`src/rtl/dmux1t2_64_buf.sv`:
```
// Buffered 1-to-2 demultiplexer: one producer stream routed to slot A or B,
// each slot a one-entry valid/ready holding register with a transfer counter.
module dmux1t2_64_buf #(
   parameter int WIDTH = 64,
   parameter int CNT_W = 16
) (
   input  logic             clk,
   input  logic             rst,
   input  logic             in_valid,
   output logic             in_ready,
   input  logic             in_sel,
   input  logic [WIDTH-1:0] in_data,
   output logic             a_valid,
   input  logic             a_ready,
   output logic [WIDTH-1:0] a_data,
   output logic             b_valid,
   input  logic             b_ready,
   output logic [WIDTH-1:0] b_data,
   output logic [CNT_W-1:0] a_cnt,
   output logic [CNT_W-1:0] b_cnt
);

   typedef enum logic {
      EMPTY = 1'b0,
      FULL  = 1'b1
   } slot_t;

   slot_t            a_state, a_state_nxt;
   slot_t            b_state, b_state_nxt;
   logic [WIDTH-1:0] a_data_nxt, b_data_nxt;
   logic [CNT_W-1:0] a_cnt_nxt, b_cnt_nxt;
   logic             load_a, load_b, drain_a, drain_b;

   assign a_valid = (a_state == FULL);
   assign b_valid = (b_state == FULL);

   // A slot can take a word if it is empty or is being drained this same edge.
   assign in_ready = in_sel ? (~b_valid | b_ready) : (~a_valid | a_ready);

   assign load_a  = in_valid & in_ready & ~in_sel;
   assign load_b  = in_valid & in_ready &  in_sel;
   assign drain_a = a_valid & a_ready;
   assign drain_b = b_valid & b_ready;

   always_comb begin
      // NOTE: every output of this block gets a default first, so no path leaves one unassigned and no latch is inferred.
      a_state_nxt = a_state;
      b_state_nxt = b_state;
      a_data_nxt  = a_data;
      b_data_nxt  = b_data;
      a_cnt_nxt   = a_cnt;
      b_cnt_nxt   = b_cnt;

      if (drain_a) begin
         a_state_nxt = EMPTY;
         a_cnt_nxt   = a_cnt + CNT_W'(1);
      end
      // Load after drain so a same-edge drain+load leaves the slot FULL.
      if (load_a) begin
         a_state_nxt = FULL;
         a_data_nxt  = in_data;
      end

      if (drain_b) begin
         b_state_nxt = EMPTY;
         b_cnt_nxt   = b_cnt + CNT_W'(1);
      end
      if (load_b) begin
         b_state_nxt = FULL;
         b_data_nxt  = in_data;
      end
   end

   always_ff @(posedge clk) begin
      // NOTE: state registers use non-blocking assignments so every register samples pre-edge values.
      if (rst) begin
         a_state <= EMPTY;
         b_state <= EMPTY;
         // NOTE: the data registers are reset as well because their zero value is visible on a_data/b_data after reset.
         a_data  <= '0;
         b_data  <= '0;
         a_cnt   <= '0;
         b_cnt   <= '0;
      end else begin
         a_state <= a_state_nxt;
         b_state <= b_state_nxt;
         a_data  <= a_data_nxt;
         b_data  <= b_data_nxt;
         a_cnt   <= a_cnt_nxt;
         b_cnt   <= b_cnt_nxt;
      end
   end

endmodule

```
`config.mk`:
```
export PLATFORM = sky130hd
export DESIGN_NAME = dmux1t2_64_buf
export DESIGN_NICKNAME = d
export VERILOG_FILES = /design/src/rtl/dmux1t2_64_buf.sv
export SDC_FILE = /design/constraint.sdc
export NUM_CORES = 1
export LEC_CHECK = 0
export BUFFER_PORTS_ARGS = -buffer_cell sky130_fd_sc_hd__buf_4
export CELL_PAD_IN_SITES_DETAIL_PLACEMENT = 0
export CELL_PAD_IN_SITES_GLOBAL_PLACEMENT = 1
export CORE_UTILIZATION = 36
export CTS_BUF_LIST = sky130_fd_sc_hd__clkbuf_8
export DETAILED_ROUTE_END_ITERATION = 7
export GPL_ROUTABILITY_DRIVEN = 1
export GPL_TIMING_DRIVEN = 0
export PLACE_DENSITY = 0.83
export SYNTH_ARGS = -nofsm -noshare
export SYNTH_HDL_FRONTEND = slang
export SYNTH_SLANG_ARGS = --single-unit
```
`constraint.sdc`:
```
create_clock -name clk -period 1.9 [get_ports clk]
set_input_delay 0.095 -clock clk [delete_from_list [all_inputs] [get_ports clk]]
set_output_delay 0.095 -clock clk [all_outputs]
set_load 0.1 [all_outputs]
```
==> flow_metrics.py, run 1 <==
metrics = {
    "hold_path": {
        "hp-class": "primary input to flop",
        "hold_end": "b_cnt[15]$_SDFFE_PP0P_",
        "holdCritStartpoint": "rst",
        "hold_path_depth": 3,
    },
    "place": {
        "portBuffers": 232,
        "gp_congestion": 0.799,
        "place_ws_ns": 0.0833,
        "dp_hpwl_um": 13400,
    },
    "sta": {
        "post-route-min-period_ns": 1.75,
        "min_period_over_period_pct": 92.0,
        "slew_headroom_pct": 54.4,
        "fmax_ghz": 0.572,
        "fin_ws_ns": 0.152,
        "hold_viol_final": 0,
        "skew_ns": 0.0103,
        "tightest_slew_ns": 0.684,
        "hold_ws_ns": 0.0389,
        "rsz0062_at_grt": "no",
        "slew_viol_final": 0,
        "tns_ns": 0,
        "setup_violations": 0,
    },
    "grt": {
        "grt_pass1_wl_um": 28000,
        "grt_max_degree": 17,
        "antenna_found_initial": 0,
        "gr-total-overflow": 0,
        "grt_pass1_vias": 5416,
        "track_usage_pct": 21.4,
    },
    "critical_path": {
        "worst_path_max_delay_cell": "dfxtp_2",
        "critPathMaxStageDelay_ns": 0.41,
        "regToRegStartpoint": "b_valid$_SDFFE_PP0P_",
        "rr_worst_depth": 4,
        "cp.depth": 3,
        "startpoint_type": "flop",
        "end_kind": "output port",
        "reg2reg_setup_slack_ns": 0.25,
        "worstPathMaxFanout": 8,
        "cp.arrival_ns": 1.65,
        "critPathRequiredTime_ns": 1.80,
        "r2r_end": "b_cnt[15]$_SDFFE_PP0P_",
        "crit_chain": "or2b_1 -> mux2_2 -> buf_4",
        "cp_num_buf_inv": 1,
        "crit_family": "flip-flops",
        "critPathKind": "flop to output port",
    },
    "finish": {
        "multiInputGateArea_sq_mm": 0.00248,
        "area_growth_pct": 52.8,
        "drive_gt1_share_pct": 31.0,
        "layout.nets": 1123,
        "fillers": 1513,
        "postLayoutCoreUtil_pct": 56.8,
        "seqCellArea_sq_mm": 0.00328,
        "diodes": 0,
    },
    "pwr": {
        "finalPower_mw": 8.20,
        "p_leak_nw": 3.88,
        "switching_power_mw": 2.72,
        "p_per_area_mw_per_mm2": 900,
        "combPwrFrac_pct": 22.1,
        "p_int_mw": 5.49,
        "seq_power_share_pct": 43.9,
        "clkPwrFrac_pct": 34.0,
        "swShare_pct": 33.1,
        "peakVddDrop_uv": 489,
    },
    "yosys": {
        "yosysUniqueCellTypes": 35,
        "synth-main-ff-cell": "dfxtp_1",
        "yosysTopAreaCellShare_pct": 54.4,
        "syn_inst": 734,
        "synth_most_common_cell": "nand2_1",
        "synth_top_area_cell": "dfxtp_1",
        "synth_common_cells": "nand2_1 (267), dfxtp_1 (162), a21oi_1 (135)",
        "ys.warnings.count": 0,
        "syn_avg_cell_area_sq_um": 8.13,
        "ys_seq_area_share_pct": 54.4,
        "ys_async_sr_fraction_pct": 0,
        "ys_top_cells_by_area": "dfxtp_1 (54%), nand2_1 (17%), a21oi_1 (11%), buf_2 (1.9%), nor2_1 (1.9%)",
        "ys_ff_latch": 162,
        "syn_area_sq_mm": 0.00597,
        "syn_nets": 806,
        "synth_edf_count": 0,
    },
    "detailed_routing": {
        "wl_per_cell_um": 14.5,
        "via_per_inst": 4.65,
        "postRouteAntennaNets": 0,
        "vias": 5953,
        "drt-initial-drc-count": 218,
        "route.detailed.drc": 0,
        "wl_um": 18600,
        "drt_pass1_iterations": 4,
    },
    "die": {
        "io_pins": 233,
        "core_area_sq_mm": 0.0161,
        "die_x_um": 131,
        "die_h_um": 131,
        "start_util_pct": 37.2,
        "rows": 46,
        "die-area_sq_mm": 0.0171,
    },
    "cts": {
        "tritoncts.num_buffers": 17,
        "clock_latency_ns": 0.45,
        "clk_pin_slew_ns": 0.08,
        "clock-sinks": 162,
        "h-tree-depth": 4,
        "cts_setup_buffers": 0,
        "cts-root-buf": "clkbuf_8",
        "clockBufferDepth": 2,
        "tritoncts": "yes",
        "cts_resized": 0,
    },
    "job": {
        "maxCapViolCount": 0,
    },
    "outcome": {
        "outcome": "completed",
    },
}
sequential cells by signal, indices dropped and copies added, names as in the netlist:
signal and cells:
a_data 64, b_data 64, a_cnt 16, b_cnt 16, a_valid 1, b_valid 1
final cells by class:
| class | instances | area share (%) |
|---|---|---|
| Clock buffer | 19 | 2.87 |
| Multi-Input combinational cell | 520 | 27.2 |
| Inverter | 6 | 0.247 |
| Buffer | 46 | 2.42 |
| Tap cell | 216 | 2.96 |
| Timing Repair Buffer | 298 | 26.4 |
| Clock inverter | 13 | 2.00 |
| Sequential cell | 162 | 35.9 |
power by group through the flow:
stage               sequential [mW]  combinational, mW  clock (mW)
floorplan                      4.61              0.296           0
global placement               3.67               1.71           0
detailed placement             3.68               1.71           0
CTS                            3.60               1.82        2.86
global route                   3.62               1.90        3.01
finish                         3.60               1.81        2.79
kinds of logic (layout without fill, tap and decap cells):
group | count (synthesis) | count (layout) | synth area share [%]
buffers and inverters | 52 | 382 | 4.07
multiplexers | 8 | 8 | 1.51
XOR/XNOR | 20 | 20 | 2.94
AND/OR/NAND/NOR | 352 | 352 | 25.1
AO/OA/AOI/OAI | 138 | 138 | 11.6
flip-flops | 162 | 162 | 54.4
adder cells (fa/ha/maj) | 2 | 2 | 0.419
cells in the final DEF, fill, tap and decap left out, types with 2 or more instances in the layout:
master           n
nor3_1           6
or3_1            2
clkbuf_8        19
a21oi_1        135
buf_1            4
o21ai_0          2
buf_4          237
buf_2           23
xnor2_1         12
clkinv_2         2
dfxtp_1        136
nand2b_1         2
and3_1           2
dfxtp_2         26
nor2b_1          6
dlygate4sd3_1   66
mux2_2           7
clkbuf_1        14
nor4_1           5
and4_1           3
nand2_1        267
xor2_1           8
clkinv_4         2
nor2_1          30
ha_1             2
inv_1            7
clkinvlp_4       3
bufinv_16        4
nand4_1          9
nand3_1         10
metal layers:
| layer | GRT usage [%] | wire [um] |
|---|---|---|
| met5 | 0 | 0 |
| met1 | 27.5 | 8250 |
| met3 | 6.31 | 1210 |
| met4 | 7.03 | 316 |
| met2 | 34.3 | 8840 |
tightest hold or removal path: stages:
cell and delay [ns]:
buf_4 0.14, nor2b_1 0.10, mux2_1 0.13
through the flow:
| step | std cells | cell area (sq um) |
|---|---|---|
| final | 1280 | 9120 |
| after global placement | 1182 | 8010 |
| after global routing | 1280 | 9120 |
| after floorplan | 734 | 6000 |
| after detailed placement | 1182 | 8010 |
| after CTS | 1280 | 9120 |
how the worst max path moves through the flow:
stage                                  end            startpoint
global placement    b_data[4]$_SDFFE_PP0P_                   rst
floorplan           b_cnt[15]$_SDFFE_PP0P_  b_valid$_SDFFE_PP0P_
global route                      in_ready  a_valid$_SDFFE_PP0P_
finish                            in_ready  a_valid$_SDFFE_PP0P_
CTS                               in_ready  a_valid$_SDFFE_PP0P_
detailed placement  b_data[3]$_SDFFE_PP0P_                   rst
what timing repair did:
item	4_1_cts	5_1_grt
hold endpoints to repair	130	0
endpoints found under the setup margin	0	0
hold buffers	66	0
No activity file was read; power rests on OpenSTA's default activity.
==> inputs of run 2 (changes only) <==
==> config.mk (replaced) <==
export PLATFORM = sky130hd
export DESIGN_NAME = dmux1t2_64_buf
export DESIGN_NICKNAME = d
export VERILOG_FILES = /design/src/rtl/dmux1t2_64_buf.sv
export SDC_FILE = /design/constraint.sdc
export NUM_CORES = 1
export LEC_CHECK = 0
export BUFFER_PORTS_ARGS = -buffer_cell sky130_fd_sc_hd__buf_4
export CORE_UTILIZATION = 50
export CTS_BUF_LIST = sky130_fd_sc_hd__clkbuf_8
export DETAILED_ROUTE_END_ITERATION = 7
export GPL_ROUTABILITY_DRIVEN = 1
export GPL_TIMING_DRIVEN = 0
export PLACE_DENSITY = 0.82
export SYNTH_ARGS = -nofsm -noshare
export SYNTH_HDL_FRONTEND = slang
export SYNTH_SLANG_ARGS = --single-unit
==> run 2 against run 1 <==
Net effect:
- the run now ends with DRC left
- critical path depth unchanged
- combinational power about the same
- clock-buffer cell count unchanged
- flip-flop and latch count unchanged
- clock skew up 0.0044 ns
- non-clock buffer count unchanged
- sequential power about the same
==> flow_metrics.py, run 2 (synthesis results as in run 1) <==
metrics = {
    "die": {
        "start_util_pct": 51.8,
        "core_area_sq_mm": 0.0115,
        "rows": 39,
        "die_x_um": 111,
        "io_pins": 233,
        "die-area_sq_mm": 0.0124,
        "die_h_um": 111,
    },
    "finish": {
        "largestRegisters": "a_data: 64 flops, b_data: 64 flops",
        "postLayoutCoreUtil_pct": 78.0,
        "fillers": 817,
        "area_growth_pct": 50.6,
        "instances_no_fill": 1206,
        "final_common_cell": "nand2_1",
        "drive_gt1_share_pct": 30.9,
        "layout.nets": 1123,
        "final_cell_mix": "nand2_1 (267), buf_4 (237), dfxtp_1 (136)",
        "diodes": 0,
    },
    "detailed_routing": {
        "vias": 6202,
        "drt_pass1_iterations": 7,
        "postRouteAntennaNets": 0,
        "wl_per_cell_um": 16.0,
        "route.detailed.drc": 26,
        "drt-initial-drc-count": 454,
        "via_per_inst": 5.14,
        "wl_um": 19200,
    },
    "sta": {
        "post-route-min-period_ns": 1.73,
        "tns_ns": 0,
        "tightest_slew_ns": 0.626,
        "fin_ws_ns": 0.167,
        "slew_headroom_pct": 58.3,
        "skew_ns": 0.0147,
        "slew_viol_final": 0,
        "setup_violations": 0,
        "min_period_over_period_pct": 91.2,
        "rsz0062_at_grt": "no",
        "hold_viol_final": 0,
        "fmax_ghz": 0.577,
    },
    "critical_path": {
        "critPathRequiredTime_ns": 1.80,
        "worstPathMaxFanout": 8,
        "critPathKind": "flop to output port",
        "cp.arrival_ns": 1.64,
        "end_kind": "output port",
        "startpoint_type": "flop",
        "reg2reg_setup_slack_ns": 0.28,
    },
    "place": {
        "portBuffers": 232,
        "dp_hpwl_um": 12500,
        "gp_congestion": 0.838,
        "place_ws_ns": 0.177,
        "numPlacedInstances": 1109,
    },
    "grt": {
        "track_usage_pct": 31.3,
        "gr-total-overflow": 0,
        "antenna_found_initial": 0,
        "grtUsageMet1_pct": 34.5,
        "grt_max_degree": 17,
        "grt_use_met2_pct": 55.4,
        "top_usage_layer": "met2",
        "grt_pass1_wl_um": 30500,
        "grt_pass1_vias": 6251,
        "globalRouteMet3Util_pct": 8.09,
    },
    "pwr": {
        "p_leak_nw": 3.87,
        "peakVddDrop_uv": 741,
        "finalPower_mw": 7.98,
        "p_per_area_mw_per_mm2": 889,
    },
    "hold_path": {
        "hp-class": "primary input to flop",
    },
    "cts": {
        "h-tree-depth": 4,
        "clockBufferDepth": 2,
        "tritoncts.num_buffers": 17,
        "tritoncts": "yes",
        "clk_pin_slew_ns": 0.08,
        "clock-sinks": 162,
        "cts_setup_buffers": 0,
        "cts-root-buf": "clkbuf_8",
        "clock_latency_ns": 0.45,
    },
    "outcome": {
        "violations": "DRC",
        "outcome": "finished, violations left",
    },
    "job": {
        "maxCapViolCount": 0,
    },
}
-- run 2: cell types whose count changed in the layout (fill, tap and decap cells not counted), sizes merged --
cell,before,now
clkinv,4,5
bufinv,4,3
clkinvlp,3,2
-- run 2: layout make-up --
cell class | instances | area, sq um | share of cell area (%)
Sequential cell | 162 | 3280 | 36.5
Inverter | 6 | 22.5 | 0.251
Multi-Input combinational cell | 520 | 2480 | 27.6
Tap cell | 143 | 179 | 1.99
Timing Repair Buffer | 298 | 2400 | 26.7
Clock buffer | 19 | 262 | 2.91
Clock inverter | 12 | 141 | 1.57
Buffer | 46 | 220 | 2.45
-- run 2: worst paths after layout --
check                          startpoint                      end  cells past startpoint
hold / removal                        rst   b_cnt[15]$_SDFFE_PP0P_                      3
setup reg to reg    b_cnt[3]$_SDFFE_PP0P_   b_cnt[15]$_SDFFE_PP0P_                      4
setup / recovery     a_valid$_SDFFE_PP0P_                 in_ready                      3
hold reg to reg   b_data[40]$_SDFFE_PP0P_  b_data[40]$_SDFFE_PP0P_                      2
-- run 2: routing by layer --
metal  up-vias  share of wire, %
li1       3029                 -
met1      2860                40
met2       261                50
met3        52               7.0
met4         0               3.4
met5         -                 0
-- run 2: worst max-delay path: stages, from the launching register on --
cell and delay (ns):
dfxtp_2 0.40, or2b_1 0.29, mux2_2 0.28, buf_4 0.24
-- run 2: through the flow --
step / hold WS [ns] / area, sq um
floorplan: 0.231 / 6000
global placement: 0.353 / 7920
detailed placement: 0.359 / 7920
CTS: 0.00732 / 8980
global route: 0.0597 / 8980
finish: 0.0315 / 8980
-- run 2: report_power, final --
part	switching [mW]	total, mW	internal [mW]
clock network	1.21	2.55	1.34
logic	1.37	1.83	0.461
registers	0.0785	3.60	3.53
total	2.65	7.98	5.33
-- run 2: timing repair --
| action | in CTS | in global routing |
|---|---|---|
| endpoints found under the hold margin | 130 | 0 |
| resized for setup | 0 | 0 |
| hold buffers | 66 | 0 |
